### config.mk
export PLATFORM = sky130hd
export DESIGN_NAME = calc1_top
export DESIGN_NICKNAME = d
export VERILOG_FILES = /design/src/rtl/calc1_pkg.sv /design/src/rtl/calc1_alu.sv /design/src/rtl/calc1_top.sv
export SDC_FILE = /design/constraint.sdc
export NUM_CORES = 1
export LEC_CHECK = 0
export CAP_MARGIN = 25
export CORE_ASPECT_RATIO = 0.75
export CORE_MARGIN = 1.5
export CORE_UTILIZATION = 56
export CTS_BUF_LIST = sky130_fd_sc_hd__clkbuf_16
export DETAILED_ROUTE_END_ITERATION = 12
export PLACE_DENSITY_LB_ADDON = 0.25
export SYNTH_ARGS = -nofsm -noshare
export SYNTH_HDL_FRONTEND = slang
export SYNTH_SLANG_ARGS = --single-unit
### constraint.sdc
create_clock -name c_clk -period 4.5 [get_ports c_clk]
set_input_delay 1.35 -clock c_clk [delete_from_list [all_inputs] [get_ports c_clk]]
set_output_delay 1.35 -clock c_clk [all_outputs]
set_load 0.05 [all_outputs]
### src/rtl/calc1_pkg.sv
// Shared types and constants for the Calc1 four-port arithmetic unit.
package calc1_pkg;

  localparam int NPORTS = 4;
  localparam int DW     = 32;

  typedef enum logic [3:0] {
    CMD_NOP = 4'd0,
    CMD_ADD = 4'd1,
    CMD_SUB = 4'd2,
    CMD_SLL = 4'd5,
    CMD_SRL = 4'd6
  } cmd_e;

  typedef enum logic [1:0] {
    RESP_NONE = 2'b00,
    RESP_OK   = 2'b01,
    RESP_ERR  = 2'b10,
    RESP_RSVD = 2'b11
  } resp_e;

  // Per-port capture state: waiting for a command, waiting for operand 2,
  // or holding a complete request until the arbiter grants it.
  typedef enum logic [1:0] {
    ST_IDLE = 2'd0,
    ST_OP2  = 2'd1,
    ST_PEND = 2'd2
  } port_st_e;

  // Raw 4-bit command is kept so that undefined codes reach the ALU and
  // are reported as invalid there.
  typedef struct packed {
    logic [3:0]    cmd;
    logic [DW-1:0] op1;
    logic [DW-1:0] op2;
  } req_t;

endpackage

### src/rtl/calc1_alu.sv
// Shared combinational ALU: unsigned add/sub with range checking and
// logical shifts by the low five bits of operand 2.
module calc1_alu
  import calc1_pkg::*;
(
  input  logic [3:0]    cmd,
  input  logic [DW-1:0] op1,
  input  logic [DW-1:0] op2,
  output logic [DW-1:0] result,
  output resp_e         resp
);

  logic [DW:0] sum;

  // Evaluate the command; anything that is not a clean result reports ERR with zero data.
  always_comb begin
    sum    = {1'b0, op1} + {1'b0, op2};
    result = '0;
    resp   = RESP_ERR;
    case (cmd)
      CMD_ADD: begin
        if (!sum[DW]) begin
          result = sum[DW-1:0];
          resp   = RESP_OK;
        end
      end
      CMD_SUB: begin
        if (op2 <= op1) begin
          result = op1 - op2;
          resp   = RESP_OK;
        end
      end
      CMD_SLL: begin
        result = op1 << op2[4:0];
        resp   = RESP_OK;
      end
      CMD_SRL: begin
        result = op1 >> op2[4:0];
        resp   = RESP_OK;
      end
      default: begin
        result = '0;
        resp   = RESP_ERR;
      end
    endcase
  end

endmodule

### src/rtl/calc1_top.sv
// Calc1 top: four requester ports, each with a two-phase operand capture
// FSM, sharing one ALU through a round-robin arbiter. Pipeline:
//   E   : command + operand 1 captured
//   E+1 : operand 2 captured, request pending
//   E+2 : (earliest) grant, request moved into the issue register
//   E+3 : ALU result registered onto the granted port's outputs
// Data buses are numbered [DW-1:0] here; the requester-side [0:31]
// numbering (bit 31 = LSB) describes the same numeric value.
module calc1_top
  import calc1_pkg::*;
(
  input  logic          c_clk,
  input  logic          reset,
  input  logic [3:0]    req1_cmd_in,
  input  logic [DW-1:0] req1_data_in,
  input  logic [3:0]    req2_cmd_in,
  input  logic [DW-1:0] req2_data_in,
  input  logic [3:0]    req3_cmd_in,
  input  logic [DW-1:0] req3_data_in,
  input  logic [3:0]    req4_cmd_in,
  input  logic [DW-1:0] req4_data_in,
  output logic [1:0]    out_resp1,
  output logic [DW-1:0] out_data1,
  output logic [1:0]    out_resp2,
  output logic [DW-1:0] out_data2,
  output logic [1:0]    out_resp3,
  output logic [DW-1:0] out_data3,
  output logic [1:0]    out_resp4,
  output logic [DW-1:0] out_data4
);

  logic [3:0]    cmd_in  [NPORTS];
  logic [DW-1:0] data_in [NPORTS];

  port_st_e      st_q    [NPORTS];
  port_st_e      st_d    [NPORTS];
  req_t          req_q   [NPORTS];
  req_t          req_d   [NPORTS];

  logic [1:0]    ptr_q, ptr_d;
  logic [1:0]    cand;
  logic          gnt_vld;
  logic [1:0]    gnt_idx;

  logic          iss_vld_q, iss_vld_d;
  logic [1:0]    iss_port_q, iss_port_d;
  req_t          iss_req_q, iss_req_d;

  logic [DW-1:0] alu_result;
  resp_e         alu_resp;

  resp_e         resp_q  [NPORTS];
  resp_e         resp_d  [NPORTS];
  logic [DW-1:0] dout_q  [NPORTS];
  logic [DW-1:0] dout_d  [NPORTS];

  assign cmd_in[0]  = req1_cmd_in;
  assign cmd_in[1]  = req2_cmd_in;
  assign cmd_in[2]  = req3_cmd_in;
  assign cmd_in[3]  = req4_cmd_in;
  assign data_in[0] = req1_data_in;
  assign data_in[1] = req2_data_in;
  assign data_in[2] = req3_data_in;
  assign data_in[3] = req4_data_in;

  // Round-robin search from the pointer; scanning downward lets the
  // pending port closest to the pointer win.
  always_comb begin
    gnt_vld = 1'b0;
    gnt_idx = ptr_q;
    cand    = ptr_q;
    for (int i = NPORTS - 1; i >= 0; i--) begin
      cand = ptr_q + 2'(i);
      if (st_q[cand] == ST_PEND) begin
        gnt_vld = 1'b1;
        gnt_idx = cand;
      end
    end
  end

  // Per-port capture FSM: commands are only accepted in IDLE, so anything
  // arriving in the operand-2 cycle or while pending is dropped.
  always_comb begin
    for (int i = 0; i < NPORTS; i++) begin
      st_d[i]  = st_q[i];
      req_d[i] = req_q[i];
      case (st_q[i])
        ST_IDLE: begin
          if (cmd_in[i] != CMD_NOP) begin
            st_d[i]      = ST_OP2;
            req_d[i].cmd = cmd_in[i];
            req_d[i].op1 = data_in[i];
          end
        end
        ST_OP2: begin
          req_d[i].op2 = data_in[i];
          st_d[i]      = ST_PEND;
        end
        ST_PEND: begin
          if (gnt_vld && (gnt_idx == 2'(i))) begin
            st_d[i] = ST_IDLE;
          end
        end
        default: st_d[i] = ST_IDLE;
      endcase
    end
  end

  // Issue stage: move the granted request toward the ALU and step the pointer past it.
  always_comb begin
    iss_vld_d  = gnt_vld;
    iss_port_d = gnt_idx;
    iss_req_d  = req_q[gnt_idx];
    ptr_d      = gnt_vld ? (gnt_idx + 2'd1) : ptr_q;
  end

  calc1_alu u_alu (
    .cmd    (iss_req_q.cmd),
    .op1    (iss_req_q.op1),
    .op2    (iss_req_q.op2),
    .result (alu_result),
    .resp   (alu_resp)
  );

  // Result demux: only the issued port sees a response, for one cycle.
  always_comb begin
    for (int i = 0; i < NPORTS; i++) begin
      resp_d[i] = RESP_NONE;
      dout_d[i] = '0;
      if (iss_vld_q && (iss_port_q == 2'(i))) begin
        resp_d[i] = alu_resp;
        dout_d[i] = alu_result;
      end
    end
  end

  // Control and output registers; reset drops pending work and rewinds the pointer to port 1.
  always_ff @(posedge c_clk or negedge reset) begin
    if (!reset) begin
      ptr_q     <= 2'd0;
      iss_vld_q <= 1'b0;
      for (int i = 0; i < NPORTS; i++) begin
        st_q[i]   <= ST_IDLE;
        resp_q[i] <= RESP_NONE;
        dout_q[i] <= '0;
      end
    end else begin
      ptr_q     <= ptr_d;
      iss_vld_q <= iss_vld_d;
      for (int i = 0; i < NPORTS; i++) begin
        st_q[i]   <= st_d[i];
        resp_q[i] <= resp_d[i];
        dout_q[i] <= dout_d[i];
      end
    end
  end

  // Operand and issue data registers; qualified by the control state, so no reset needed.
  always_ff @(posedge c_clk) begin
    iss_port_q <= iss_port_d;
    iss_req_q  <= iss_req_d;
    for (int i = 0; i < NPORTS; i++) begin
      req_q[i] <= req_d[i];
    end
  end

  assign out_resp1 = resp_q[0];
  assign out_resp2 = resp_q[1];
  assign out_resp3 = resp_q[2];
  assign out_resp4 = resp_q[3];
  assign out_data1 = dout_q[0];
  assign out_data2 = dout_q[1];
  assign out_data3 = dout_q[2];
  assign out_data4 = dout_q[3];

endmodule

### Word level (Yosys, flattened, before mapping)

Memory sizes are Yosys's and may differ from the RTL's. A register that Yosys moved wholly into a read port is not among the register bits.
Index checks and enable logic that the tools add are counted.

| storage, ports and cells | value |
|---|---|
| register bits after elaboration | 149 |
| RAM bits | 272 |
| output and inout port bits | 136 |
| memories | 1 |

| cells by class | value |
|---|---|
| $add $sub $neg | 6 |
| magnitude comparators | 5 |
| eq/ne operators | 42 |
| shift operators | 2 |
| multiplexer cells | 58 |
| bitwise gates (word level) | 4 |
| reduce and logical (&&, ||, !) cells | 27 |

Memory list:

| memory | words | width | rd ports | clocked after Yosys merged registers in | write ports | line | RTL |
|---|---|---|---|---|---|---|---|
| req_q | 4 | 68 | 1 | 1 | 4 | calc1_top.sv:37 | `req_t req_q [NPORTS];` |

Operators by type and width:

| operator | count |
|---|---|
| $mux 32 | 10 |
| $mux 36 | 8 |
| $pmux 32 s4 | 1 |
| $mux 2 | 26 |
| $add 32x32->33 | 1 |
| $le 32x32->1 | 1 |
| $shl 32x5->32 | 1 |
| $shr 32x5->32 | 1 |
| $sub 32x32->32 | 1 |
| $pmux 2 s3 | 5 |
| $eq 2x2->1 const B | 12 |
| $ne 2x2->1 const B | 12 |
| $bmux 2 s2 | 4 |
| $reduce_and 2->1 | 8 |
| $reduce_bool 4->1 | 4 |
| $eq 2x1->1 const B | 6 |
| $ge 3x3->1 const B | 4 |
| $logic_not 2->1 | 6 |
| $not 2->3 | 4 |
| $eq 4x3->1 const B | 2 |
| $logic_and 1x1->1 | 8 |
| $ne 1x1->1 const B | 8 |
| $add 2x1->2 const B | 2 |
| $add 2x2->2 const B | 2 |
| other kinds (4) | 7 |

### Longest topological paths before layout

| depth | value |
|---|---|
| word-level depth | 14 |
| depth in mapped cells | 16 |
| depth with buffers taken out | 12 |

### Cells and area by module

A second synthesis with hierarchy kept.

| unflattened totals | value |
|---|---|
| cells, all modules | 1858 |
| area total of the unflattened synthesis | 23456.2 µm² |

By module, submodules not included:

| module | times used | cells an instance | area an instance (µm²) | sequential area each (µm²) |
|---|---|---|---|---|
| calc1_top | 1 | 782 | 16201.8 | 13247.7 |
| calc1_alu | 1 | 1076 | 7254.5 | 0.0 |

### Worst setup path after synthesis

Ideal clock, no wire load.

| timing | value |
|---|---|
| path kind | input port to flip-flop |
| start | input req1_cmd_in[0] |
| end | memory req_q[0][32] (netlist name), enable pin |
| data arrival time | 3.868 ns |
| required time | 4.026 ns |
| setup slack | 0.158 ns |
| cell stages on the path | 2 |
| buffers on the path | 0 |
| cells stage by stage | nor4_1 nor3_1 |

RTL lines:

| item | line | RTL |
|---|---|---|
| start, declared | calc1_top.sv:14 | `input logic [3:0] req1_cmd_in,` |
| end, declared | calc1_top.sv:37 |  |

==> impl_metrics.ini <==
[outcome]
run_status = finished, final reports clean

[critical_path]
startpoint = iss_req_q[33]
worstSetupPathType = reg -> reg
crit_top_cell = nor2_1
crit_buf_inv = 3
cp_max_fo = 30
crit_arrival_ns = 4.56
start_kind = flop
worstSetupEndpointType = flop
path_cells = inv_1, fa_1, nor2_1, o311ai_2, a2111oi_0, buf_4, o41ai_1, a211oi_1, nor2_1, buf_12, a221o_1, a221oi_4, nor2_1
critPathTopFamily = compound AO/OA/AOI/OAI gates
critical_path_required_ns = 4.94
reg2reg_slack_ns = 0.37
slowest_stage = dfxtp_1
crit-reg2reg-launch = iss_req_q[33]
critPathMaxStageDelay_ns = 0.53

[grt]
gr-total-overflow = 0
first_global_vias = 17600
antenna_found_initial = 2
grt_pass1_wl_mm = 112
grt_max_degree = 92
track_usage_pct = 35.4

[drt]
wl_per_cell_um = 27.4
num_vias = 17600
drt_iter0_markers = 2170
drt-total-wl_mm = 75.2
ant_nets = 0
dr_wl_met3_mm = 7.14
viasPerCell = 6.44
top_layer = met5
drc = 0
dr.pass1.iters = 6
wl_met1_mm = 31.1
wl_met2_mm = 34.5

[floorplan]
die_y_um = 180
ios = 282
die_x_um = 239
start_util_pct = 56.9
fp.coreArea_um2 = 40900
row_count = 64
die_area_um2 = 42800

[sta]
maxSlewHeadroom_pct = 30.6
final.setup.tns_ns = 0
finalHoldViolCount = 0
tightest_slew_ns = 1.04
finalSetupViolCount = 0
finalMaxSlewViolations = 0
period_minus_slack_ns = 4.13
clock_skew_ns = 0.0423
period_share_pct = 91.7
rsz0062_at_grt = false
clock.fmax_mhz = 242

[synth]
ys_dominant_reg_cell = edfxtp_1
synth_top_area_share_pct = 35.1
synthesis.nets = 2083
synth-edff-count = 272
yosysWarnings = 0
ys_seq_area_share_pct = 56.9
yosys.area.top_type = edfxtp_1
syn_inst = 1866
ys_types = 77
synth_seq_cells = 489
syn-cell-area_um2 = 23300
yosys-top-cells-area = edfxtp_1 (35%), dfrtp_1 (16%), mux4_2 (8.7%), dfxtp_1 (6.0%), ha_1 (3.7%)
ys_async_sr_fraction_pct = 30.1
avgSynthCellArea_um2 = 12.5

[cells_and_area]
layout.cells.most_common_list = clkdlybuf4s50_1 (280), edfxtp_1 (272), nor2_1 (156), dfrtp_1 (147), a21oi_1 (119)
nFillCells = 2858
drive_above_1_share_pct = 13.1
layout.cells.most_common = clkdlybuf4s50_1
nNetsFinal = 2359
areaGrowthSynthToFinish_pct = 22.0

[clock_network]
cts_sinks = 489
cts_tree = yes
clock_path_buffers = 3
root_buffer = clkbuf_16
clk_pin_slew_worst_paths_ns = 0.06
numCtsBuffers = 44
clk-insertion-delay-late_ns = 0.61
post_cts_buffers = 0
cts_max_level = 2

[run]
max-cap-violations = 0

[placed_design]
dpl.hpwl_mm = 54.7
io_buffers = 281
routabilityCongestion = 1.02

[hold_path]
worst_hold_path_type = reg -> reg
hold_start = st_q[2]
==> routing by layer <==
layer	GRT usage, %	up-vias
met4	11.9	2
met2	54.8	1045
li1	-	7629
met3	6.70	151
met1	50.7	8818
met5	0	-
==> path summary, 6_finish.rpt <==
path	to	cells after the start
worst max-delay path	out_data3[27]	13
worst min-delay path	st_q[2]	1
worst max register to register	out_data3[27]	13
worst min register to register	st_q[2]	1
max in group asynchronous	out_data3[4]	2
min in group asynchronous	out_data4[25]	1
==> flip-flops by register name (all words and copies together) (netlist names), 8 cells and up <==
signal / count
out_data4: 32
out_data2: 32
req_q: 272
out_data1: 32
st_q: 8
iss_req_q: 68
out_data3: 32
==> kinds of logic (layout without fill, tap and decap cells) <==
group / after synthesis / in the layout / synth area share (%)
other: 0 / 2 / 0
multiplexers: 161 / 161 / 11.8
adder cells (fa/ha/maj): 71 / 71 / 3.88
buffers and inverters: 182 / 494 / 3.09
AND/OR/NAND/NOR: 499 / 499 / 10.7
AO/OA/AOI/OAI: 464 / 464 / 13.7
flip-flops: 489 / 489 / 56.9
==> area by class of cell <==
cell class,count,area [um^2],area share (%)
tap,561,702,2.47
multi-input combinational,1195,9420,33.1
inverter,72,270,0.951
clock inverter,35,265,0.933
timing repair buffer,340,3330,11.7
clock buffer,47,1180,4.14
antenna,2,5.00,0.0176
sequential,489,13300,46.6
==> synth_stat cells (25+ instances only) <==
master and count:
and2_1 30, dfxtp_1 70, dfrtp_1 147, o21ai_0 71, edfxtp_1 272, mux2i_1 56
a211oi_1 32, ha_1 69, a221oi_1 25, mux4_2 90, nor3_1 45, nor2b_1 91
clkbuf_1 70, inv_1 67, nor2_1 156, a21oi_1 119, nand2_1 78
==> repair_timing <==
| item | 4_1_cts | 5_1_grt |
|---|---|---|
| gates resized for setup | 0 | 1 |
| hold buffers | 0 | 0 |
| setup endpoints to repair | 0 | 1 |
| hold endpoints to repair | 0 | 0 |
==> stage by stage <==
stage | utilization (%) | setup WS [ns] | std cells | hold WS (ns) | area, um^2
after global placement | 65.9 | 0.468 | 2657 | 0.477 | 27000
after floorplan | - | 0.158 | 1866 | 0.438 | 23300
final | 69.5 | 0.373 | 2741 | 0.506 | 28400
after global routing | 69.4 | 0.156 | 2739 | 0.520 | 28400
after CTS | 69.4 | 0.289 | 2739 | 0.512 | 28400
after detailed placement | 65.9 | 0.365 | 2657 | 0.488 | 27000
Power is not shown: default switching activity piles up to over one toggle a cycle in this logic, so the estimate is an artifact.
